## config.mk

```make
export PLATFORM = sky130hd
export DESIGN_NAME = uart_tx_arbiter
export DESIGN_NICKNAME = d
export VERILOG_FILES = /design/src/rtl/uart_arb_pkg.sv /design/src/rtl/uart_tx_arbiter_rr_pick.sv /design/src/rtl/uart_tx_arbiter.sv
export SDC_FILE = /design/constraint.sdc
export NUM_CORES = 1
export LEC_CHECK = 0
export CORE_MARGIN = 3
export CORE_UTILIZATION = 47
export CTS_BUF_LIST = sky130_fd_sc_hd__clkbuf_2
export CTS_CLUSTER_SIZE = 20
export DETAILED_ROUTE_END_ITERATION = 6
export PLACE_DENSITY = 0.84
export SKIP_LAST_GASP = 1
export SYNTH_ARGS = -nofsm -noshare
export SYNTH_HDL_FRONTEND = slang
export SYNTH_SLANG_ARGS = --single-unit
```

## constraint.sdc

```tcl
create_clock -name clk -period 2 [get_ports clk]
set_clock_uncertainty 0.2 [all_clocks]
set_input_delay 0.4 -clock clk [delete_from_list [all_inputs] [get_ports clk]]
set_output_delay 0.4 -clock clk [all_outputs]
set_load 0.03 [all_outputs]
```

## src/rtl/uart_arb_pkg.sv

```systemverilog
// ---------------------------------------------------------------------------
// uart_arb_pkg
//
// Shared definitions for the UART transmit arbiter:
//   - default parameter values for the requester count and guard length
//   - state encoding constants and the FSM state type
//   - width of the guard down-counter
// ---------------------------------------------------------------------------
package uart_arb_pkg;

  // Default number of requesters sharing the UART (legal range 2..8).
  localparam int N_REQ_DEF = 4;

  // Default number of cycles after a strobe during which tx_busy is ignored
  // (legal range 1..15).
  localparam int GUARD_DEF = 2;

  // Guard counter width; holds values up to 15.
  localparam int GCNT_W = 4;

  // State encoding, also visible on the state_dbg output of the top.
  localparam logic [1:0] S_IDLE    = 2'd0;
  localparam logic [1:0] S_WAIT_TX = 2'd1;
  localparam logic [1:0] S_ISSUE   = 2'd2;
  localparam logic [1:0] S_GUARD   = 2'd3;

  typedef enum logic [1:0] {
    ST_IDLE    = S_IDLE,
    ST_WAIT_TX = S_WAIT_TX,
    ST_ISSUE   = S_ISSUE,
    ST_GUARD   = S_GUARD
  } arb_state_e;

endpackage : uart_arb_pkg

```

## src/rtl/uart_tx_arbiter_rr_pick.sv

```systemverilog
// ---------------------------------------------------------------------------
// rr_pick
//
// Purely combinational round-robin picker. Searches the valid vector
// starting one position after `last`, wrapping modulo N_REQ, and returns the
// first set index. `last` itself is examined last, so a requester that was
// just served only wins again when nobody else is waiting.
//
// Ports:
//   valid [N_REQ]  in   per-requester pending flag
//   last  [IDW]    in   index served most recently
//   any            out  at least one valid bit is set
//   idx   [IDW]    out  winning index (0 when any=0)
// ---------------------------------------------------------------------------
module rr_pick
  import uart_arb_pkg::*;
#(
  parameter int N_REQ = N_REQ_DEF,
  parameter int IDW   = $clog2(N_REQ)
) (
  input  logic [N_REQ-1:0] valid,
  input  logic [IDW-1:0]   last,
  output logic             any,
  output logic [IDW-1:0]   idx
);

  // Candidate position for the current search step, kept as an int so the
  // wrap can be done with a plain compare/subtract for any N_REQ, including
  // non-powers of two.
  int             pos;
  logic [IDW-1:0] pos_idx;

  always_comb begin
    any     = 1'b0;
    idx     = '0;
    pos     = 0;
    pos_idx = '0;
    for (int k = 1; k <= N_REQ; k++) begin
      pos = int'(last) + k;
      if (pos >= N_REQ) begin
        pos = pos - N_REQ;
      end
      pos_idx = IDW'(pos);
      // First hit wins; later hits are ignored once `any` is set.
      if (!any && valid[pos_idx]) begin
        any = 1'b1;
        idx = pos_idx;
      end
    end
  end

endmodule : rr_pick

```

## src/rtl/uart_tx_arbiter.sv

```systemverilog
// ---------------------------------------------------------------------------
// uart_tx_arbiter
//
// Shares one UART transmitter among N_REQ command handlers. Each handler
// owns a one-byte slot; the arbiter serves full slots round-robin and drives
// the UART strobe while honouring tx_busy.
//
// Handshake (requester side): a handler may pulse req_en[i] for one cycle
// whenever req_busy[i] is low; the byte on req_data[8i+7:8i] is captured on
// that edge and req_busy[i] reads high from the next cycle until the byte
// has been handed to the UART and its guard window has elapsed. A pulse
// while req_busy[i] is high is dropped and flagged in overflow[i], except in
// the release cycle itself, where the new byte simply replaces the sent one.
// Handshake (UART side): tx_en is a one-cycle strobe with tx_data valid; a
// new strobe is only issued after tx_busy has been seen low in WAIT_TX.
//
// Ports:
//   clk, rst_n      clock, asynchronous active-low reset
//   req_en   [N]    one-cycle send pulse per requester
//   req_data [8N]   byte per requester, requester i on [8i+7:8i]
//   req_busy [N]    slot i holds an unsent byte
//   tx_data  [8]    byte to UART, stable from WAIT_TX entry to next grant
//   tx_en           one-cycle send strobe to UART (registered)
//   tx_busy         UART busy, sampled only in WAIT_TX
//   grant_id [IDW]  requester currently being served
//   overflow [N]    sticky per-requester drop flag, cleared only by reset
//   state_dbg[2]    current FSM state (S_IDLE/S_WAIT_TX/S_ISSUE/S_GUARD)
// ---------------------------------------------------------------------------
module uart_tx_arbiter
  import uart_arb_pkg::*;
#(
  parameter int N_REQ = N_REQ_DEF,
  parameter int GUARD = GUARD_DEF,
  parameter int IDW   = $clog2(N_REQ)
) (
  input  logic               clk,
  input  logic               rst_n,
  input  logic [N_REQ-1:0]   req_en,
  input  logic [8*N_REQ-1:0] req_data,
  output logic [N_REQ-1:0]   req_busy,
  output logic [7:0]         tx_data,
  output logic               tx_en,
  input  logic               tx_busy,
  output logic [IDW-1:0]     grant_id,
  output logic [N_REQ-1:0]   overflow,
  output logic [1:0]         state_dbg
);

  // Value loaded into the guard counter on leaving ISSUE; the counter then
  // runs GUARD-1 .. 0, giving GUARD cycles in the GUARD state.
  localparam logic [GCNT_W-1:0] GUARD_LOAD = GCNT_W'(GUARD - 1);
  localparam logic [IDW-1:0]    LAST_RST   = IDW'(N_REQ - 1);

  // -------------------------------------------------------------------------
  // State
  // -------------------------------------------------------------------------
  logic [N_REQ-1:0]      valid_q,  valid_d;
  logic [N_REQ-1:0][7:0] slot_q,   slot_d;
  logic [N_REQ-1:0]      ovf_q,    ovf_d;
  arb_state_e            state_q,  state_d;
  logic [IDW-1:0]        last_q,   last_d;
  logic [IDW-1:0]        grant_q,  grant_d;
  logic [7:0]            txd_q,    txd_d;
  logic                  tx_en_q,  tx_en_d;
  logic [GCNT_W-1:0]     cnt_q,    cnt_d;

  // Pulses in the last GUARD cycle to free slot grant_q.
  logic                  release_en;

  logic                  pick_any;
  logic [IDW-1:0]        pick_idx;

  // -------------------------------------------------------------------------
  // Round-robin selection over full slots
  // -------------------------------------------------------------------------
  rr_pick #(
    .N_REQ (N_REQ),
    .IDW   (IDW)
  ) u_rr_pick (
    .valid (valid_q),
    .last  (last_q),
    .any   (pick_any),
    .idx   (pick_idx)
  );

  // -------------------------------------------------------------------------
  // FSM next-state and datapath
  // -------------------------------------------------------------------------
  always_comb begin
    state_d    = state_q;
    last_d     = last_q;
    grant_d    = grant_q;
    txd_d      = txd_q;
    tx_en_d    = 1'b0;
    cnt_d      = cnt_q;
    release_en = 1'b0;

    unique case (state_q)
      ST_IDLE: begin
        if (pick_any) begin
          grant_d = pick_idx;
          txd_d   = slot_q[pick_idx];
          state_d = ST_WAIT_TX;
        end
      end

      ST_WAIT_TX: begin
        // tx_en is registered, so it is raised on the transition into ISSUE
        // and is high for exactly the ISSUE cycle.
        if (!tx_busy) begin
          tx_en_d = 1'b1;
          state_d = ST_ISSUE;
        end
      end

      ST_ISSUE: begin
        last_d  = grant_q;
        cnt_d   = GUARD_LOAD;
        state_d = ST_GUARD;
      end

      ST_GUARD: begin
        // tx_busy is deliberately not looked at here: the UART may take a
        // few cycles to raise it after our strobe.
        if (cnt_q == '0) begin
          release_en = 1'b1;
          state_d    = ST_IDLE;
        end else begin
          cnt_d = cnt_q - 1'b1;
        end
      end

      default: begin
        state_d = ST_IDLE;
      end
    endcase
  end

  // -------------------------------------------------------------------------
  // Slot capture, independent of the FSM
  // -------------------------------------------------------------------------
  always_comb begin
    valid_d = valid_q;
    slot_d  = slot_q;
    ovf_d   = ovf_q;
    for (int i = 0; i < N_REQ; i++) begin
      if (req_en[i]) begin
        // A slot being released this cycle counts as free, so a refill on
        // the release edge keeps valid set and is not an overflow.
        if (!valid_q[i] || (release_en && (grant_q == IDW'(i)))) begin
          valid_d[i] = 1'b1;
          slot_d[i]  = req_data[8*i +: 8];
        end else begin
          ovf_d[i] = 1'b1;
        end
      end else if (release_en && (grant_q == IDW'(i))) begin
        valid_d[i] = 1'b0;
      end
    end
  end

  // -------------------------------------------------------------------------
  // Registers
  // -------------------------------------------------------------------------
  always_ff @(posedge clk or negedge rst_n) begin
    if (!rst_n) begin
      valid_q <= '0;
      slot_q  <= '0;
      ovf_q   <= '0;
      state_q <= ST_IDLE;
      last_q  <= LAST_RST;
      grant_q <= '0;
      txd_q   <= '0;
      tx_en_q <= 1'b0;
      cnt_q   <= '0;
    end else begin
      valid_q <= valid_d;
      slot_q  <= slot_d;
      ovf_q   <= ovf_d;
      state_q <= state_d;
      last_q  <= last_d;
      grant_q <= grant_d;
      txd_q   <= txd_d;
      tx_en_q <= tx_en_d;
      cnt_q   <= cnt_d;
    end
  end

  // -------------------------------------------------------------------------
  // Outputs
  // -------------------------------------------------------------------------
  assign req_busy  = valid_q;
  assign tx_data   = txd_q;
  assign tx_en     = tx_en_q;
  assign grant_id  = grant_q;
  assign overflow  = ovf_q;
  assign state_dbg = state_q;

endmodule : uart_tx_arbiter

```

==> impl_metrics.toml <==
[run_status]
status = "complete, but fails checks"
failed_checks = "negative setup slack"

[yosys]
syn_inst = 232
syn_area_sq_mm = 0.002754
ys_ff_latch = 59
ys_warn_count = 0
synth_flop_cell = "dfrtp_1"
ys_seq_area_share_pct = 53.70
syn_avg_cell_area_sq_um = 11.87
yosysUniqueCellTypes = 42
synth_edf_count = 0
synthArstFlopShare_pct = 100.0
synth_nets = 278

[layout]
utilization_pct = 70.55
syn_to_final_growth_pct = 42.80
nets = 365
insertedDiodeCount = 0
drive_above_1_share_pct = 36.96
stdcell_count = 394

[clocking]
clock_sinks = 59
path_clk_slew_ns = 0.16
root_buffer = "clkbuf_2"
cts_tree = "yes"
htreeDepth = 3
cts_buffer_depth = 2
cts_inserted_buffers = 9
clk_latency_ns = 0.47

[detailed_routing]
wl_per_cell_um = 17.07
firstDrtPassIters = 4
totalWireLength_um = 6725
ant_nets = 0
dr_total_vias = 2142
drc = 0
drt_iter0_markers = 78
via_per_inst = 5.437

[hold_path]
hp-class = "input pin to asynchronous set/reset pin"

[global_routing]
grt_max_degree = 60
antenna_found_initial = 0
grt_pass1_wl_um = 10740
track_usage_pct = 21.56
grt_pass1_vias = 2149
grt_overflow_total = 0

[critical_path]
crit_type = "flip-flop to flip-flop"
end_kind = "flip-flop"
startpoint_type = "flip-flop"
cp_max_fo = 9
worstPathRequired_ns = 2.16
crit_arrival_ns = 2.22
reg2reg_depth = 7

[die]
fp.coreArea_sq_mm = 0.005574
io-pin-count = 60
die_area_sq_mm = 0.006814
dieWidth_um = 82.55
initial_utilization_pct = 49.41
die_h_um = 82.55
num_rows = 27

[power_and_ir_drop]
p_leak_nw = 1.681
vdd_drop_max_mv = 0.8982
powerDensity_mw_per_mm2 = 1479

[sta]
setup_viol = 9
rsz0062_at_grt = "yes"
fin_crit_ns = 2.056
holdWs_ns = 0.2445
setup_tns_ns = -0.3620
worst_pin_slew_ns = 0.4655
slew_headroom_pct = 68.96
finalWorstSetupSlack_ns = -0.05613
min_period_over_period_pct = 102.8
hold_viol_final = 0
maxSlewViolCount = 0
clock.fmax_mhz = 486.4

[place]
gp_congestion = 0.7592
dp_slack_ns = -0.1684
io_buffers = 59
hpwlAfterDp_um = 4689
placed_cells = 378

[flow_run]
cap_violations = 0
[metrics by stage]
stage	total power, W	area (sq um)
5_1_grt	0.006175	3933
3_3_place_gp	0.004733	3684
2_1_floorplan	0.003760	2836
6_report	0.005816	3933
4_1_cts	0.005837	3926
3_5_place_dp	0.004862	3684
[report_power, final]
| part | switching [W] | internal, W | leakage (nW) | total (W) |
|---|---|---|---|---|
| clock network | 0.000407 | 0.000262 | 0.0601 | 0.000669 |
| registers | 0.000422 | 0.00172 | 0.698 | 0.00214 |
| logic | 0.00158 | 0.00143 | 0.923 | 0.00300 |
[worst max-delay path, stage by stage (launching register included)]
cell	delay (ns)
dfstp_2	0.60
a21bo_2	0.16
a21oi_4	0.05
buf_4	0.18
nor3_4	0.24
buf_12	0.17
mux2i_2	0.25
a211oi_2	0.10
[layer usage]
layer  wire length [um]  up-vias  GRT usage (%)
li1                   -     1001              -
met4                153        0          7.680
met1               2755     1069          26.09
met3                338       17          6.508
met2               3477       55          36.38
met5                  0        -              0
[registers in the layout (all words and copies together) (netlist names)]
| register | count |
|---|---|
| grant_id | 2 |
| overflow | 4 |
| tx_en | 1 |
| last_q | 2 |
| cnt_q | 4 |
| tx_data | 8 |
| state_dbg | 2 |
| slot_q | 32 |
| req_busy | 4 |
[cell usage after synthesis, drive strengths merged (2+ instances only)]
master,instances,area share [%]
dfrtp,57,52
mux2,34,14
nand2,21,2.9
nor2,14,2.0
o21ai,11,2.0
mux2i,10,3.6
a211oi,9,2.5
inv,9,1.2
nor3,9,2.0
a2111oi,8,2.5
ha,7,3.2
nand2b,5,1.2
buf,4,1.0
clkbuf,4,0.59
a21oi,3,0.95
nor2b,3,0.68
o21bai,3,0.82
a21bo,2,0.73
dfstp,2,1.9
nor4,2,0.45
o31ai,2,0.55
[cell families after synthesis]
family          Yosys count  share of synthesized area (%)
buf+inv                  17                          2.816
xor+xnor                  2                         0.6362
mux                      44                          17.54
compound gates           43                          11.50
flops                    59                          53.70
fa+ha+maj                 7                          3.180
simple gates             60                          10.63
[cell type report]
cell class,instances,area [sq um]
multi-input combinational,156,1445
tap,72,90.09
inverter,9,33.78
timing repair buffer,84,787.0
fill,418,1642
clock inverter,5,46.29
sequential,59,1485
clock buffer,9,45.04
[what timing repair did]
item                       4_1_cts  5_1_grt
gates resized for setup         57       18
pin swaps                       16        1
buffers inserted                 0        2
setup endpoints to repair       55       46
hold endpoints to repair        59        0
hold buffers                     1        0
[worst paths after layout]
kind,from,endpoint,slack [ns]
max in group asynchronous,rst_n,last_q[1]$_DFFE_PN1P_,1.02
worst max-delay path,last_q[1]$_DFFE_PN1P_,tx_data[3]$_DFFE_PN0P_,-0.06
worst max register to register,last_q[1]$_DFFE_PN1P_,tx_data[3]$_DFFE_PN0P_,-0.06
worst min-delay path,rst_n,overflow[0]$_DFFE_PN0P_,0.24
worst min register to register,overflow[3]$_DFFE_PN0P_,overflow[3]$_DFFE_PN0P_,0.28
min in group clk,overflow[3]$_DFFE_PN0P_,overflow[3]$_DFFE_PN0P_,0.28
[placed cells by master, fill, tap and decap left out, drive strengths merged, types with 2 or more instances in the layout]
cell type / Yosys / final
a2111oi: 8 / 8
a211oi: 9 / 9
a21bo: 2 / 2
a21oi: 3 / 3
buf: 4 / 28
clkbuf: 4 / 13
clkdlybuf4s50: 0 / 37
clkinv: 0 / 4
dfrtp: 57 / 57
dfstp: 2 / 2
dlygate4sd2: 0 / 13
ha: 7 / 7
inv: 9 / 9
mux2: 34 / 34
mux2i: 10 / 10
nand2: 21 / 21
nand2b: 5 / 5
nor2: 14 / 14
nor2b: 3 / 3
nor3: 9 / 9
nor4: 2 / 2
o21ai: 11 / 11
o21bai: 3 / 3
o31ai: 2 / 2
(Power assumes the default switching activity.)
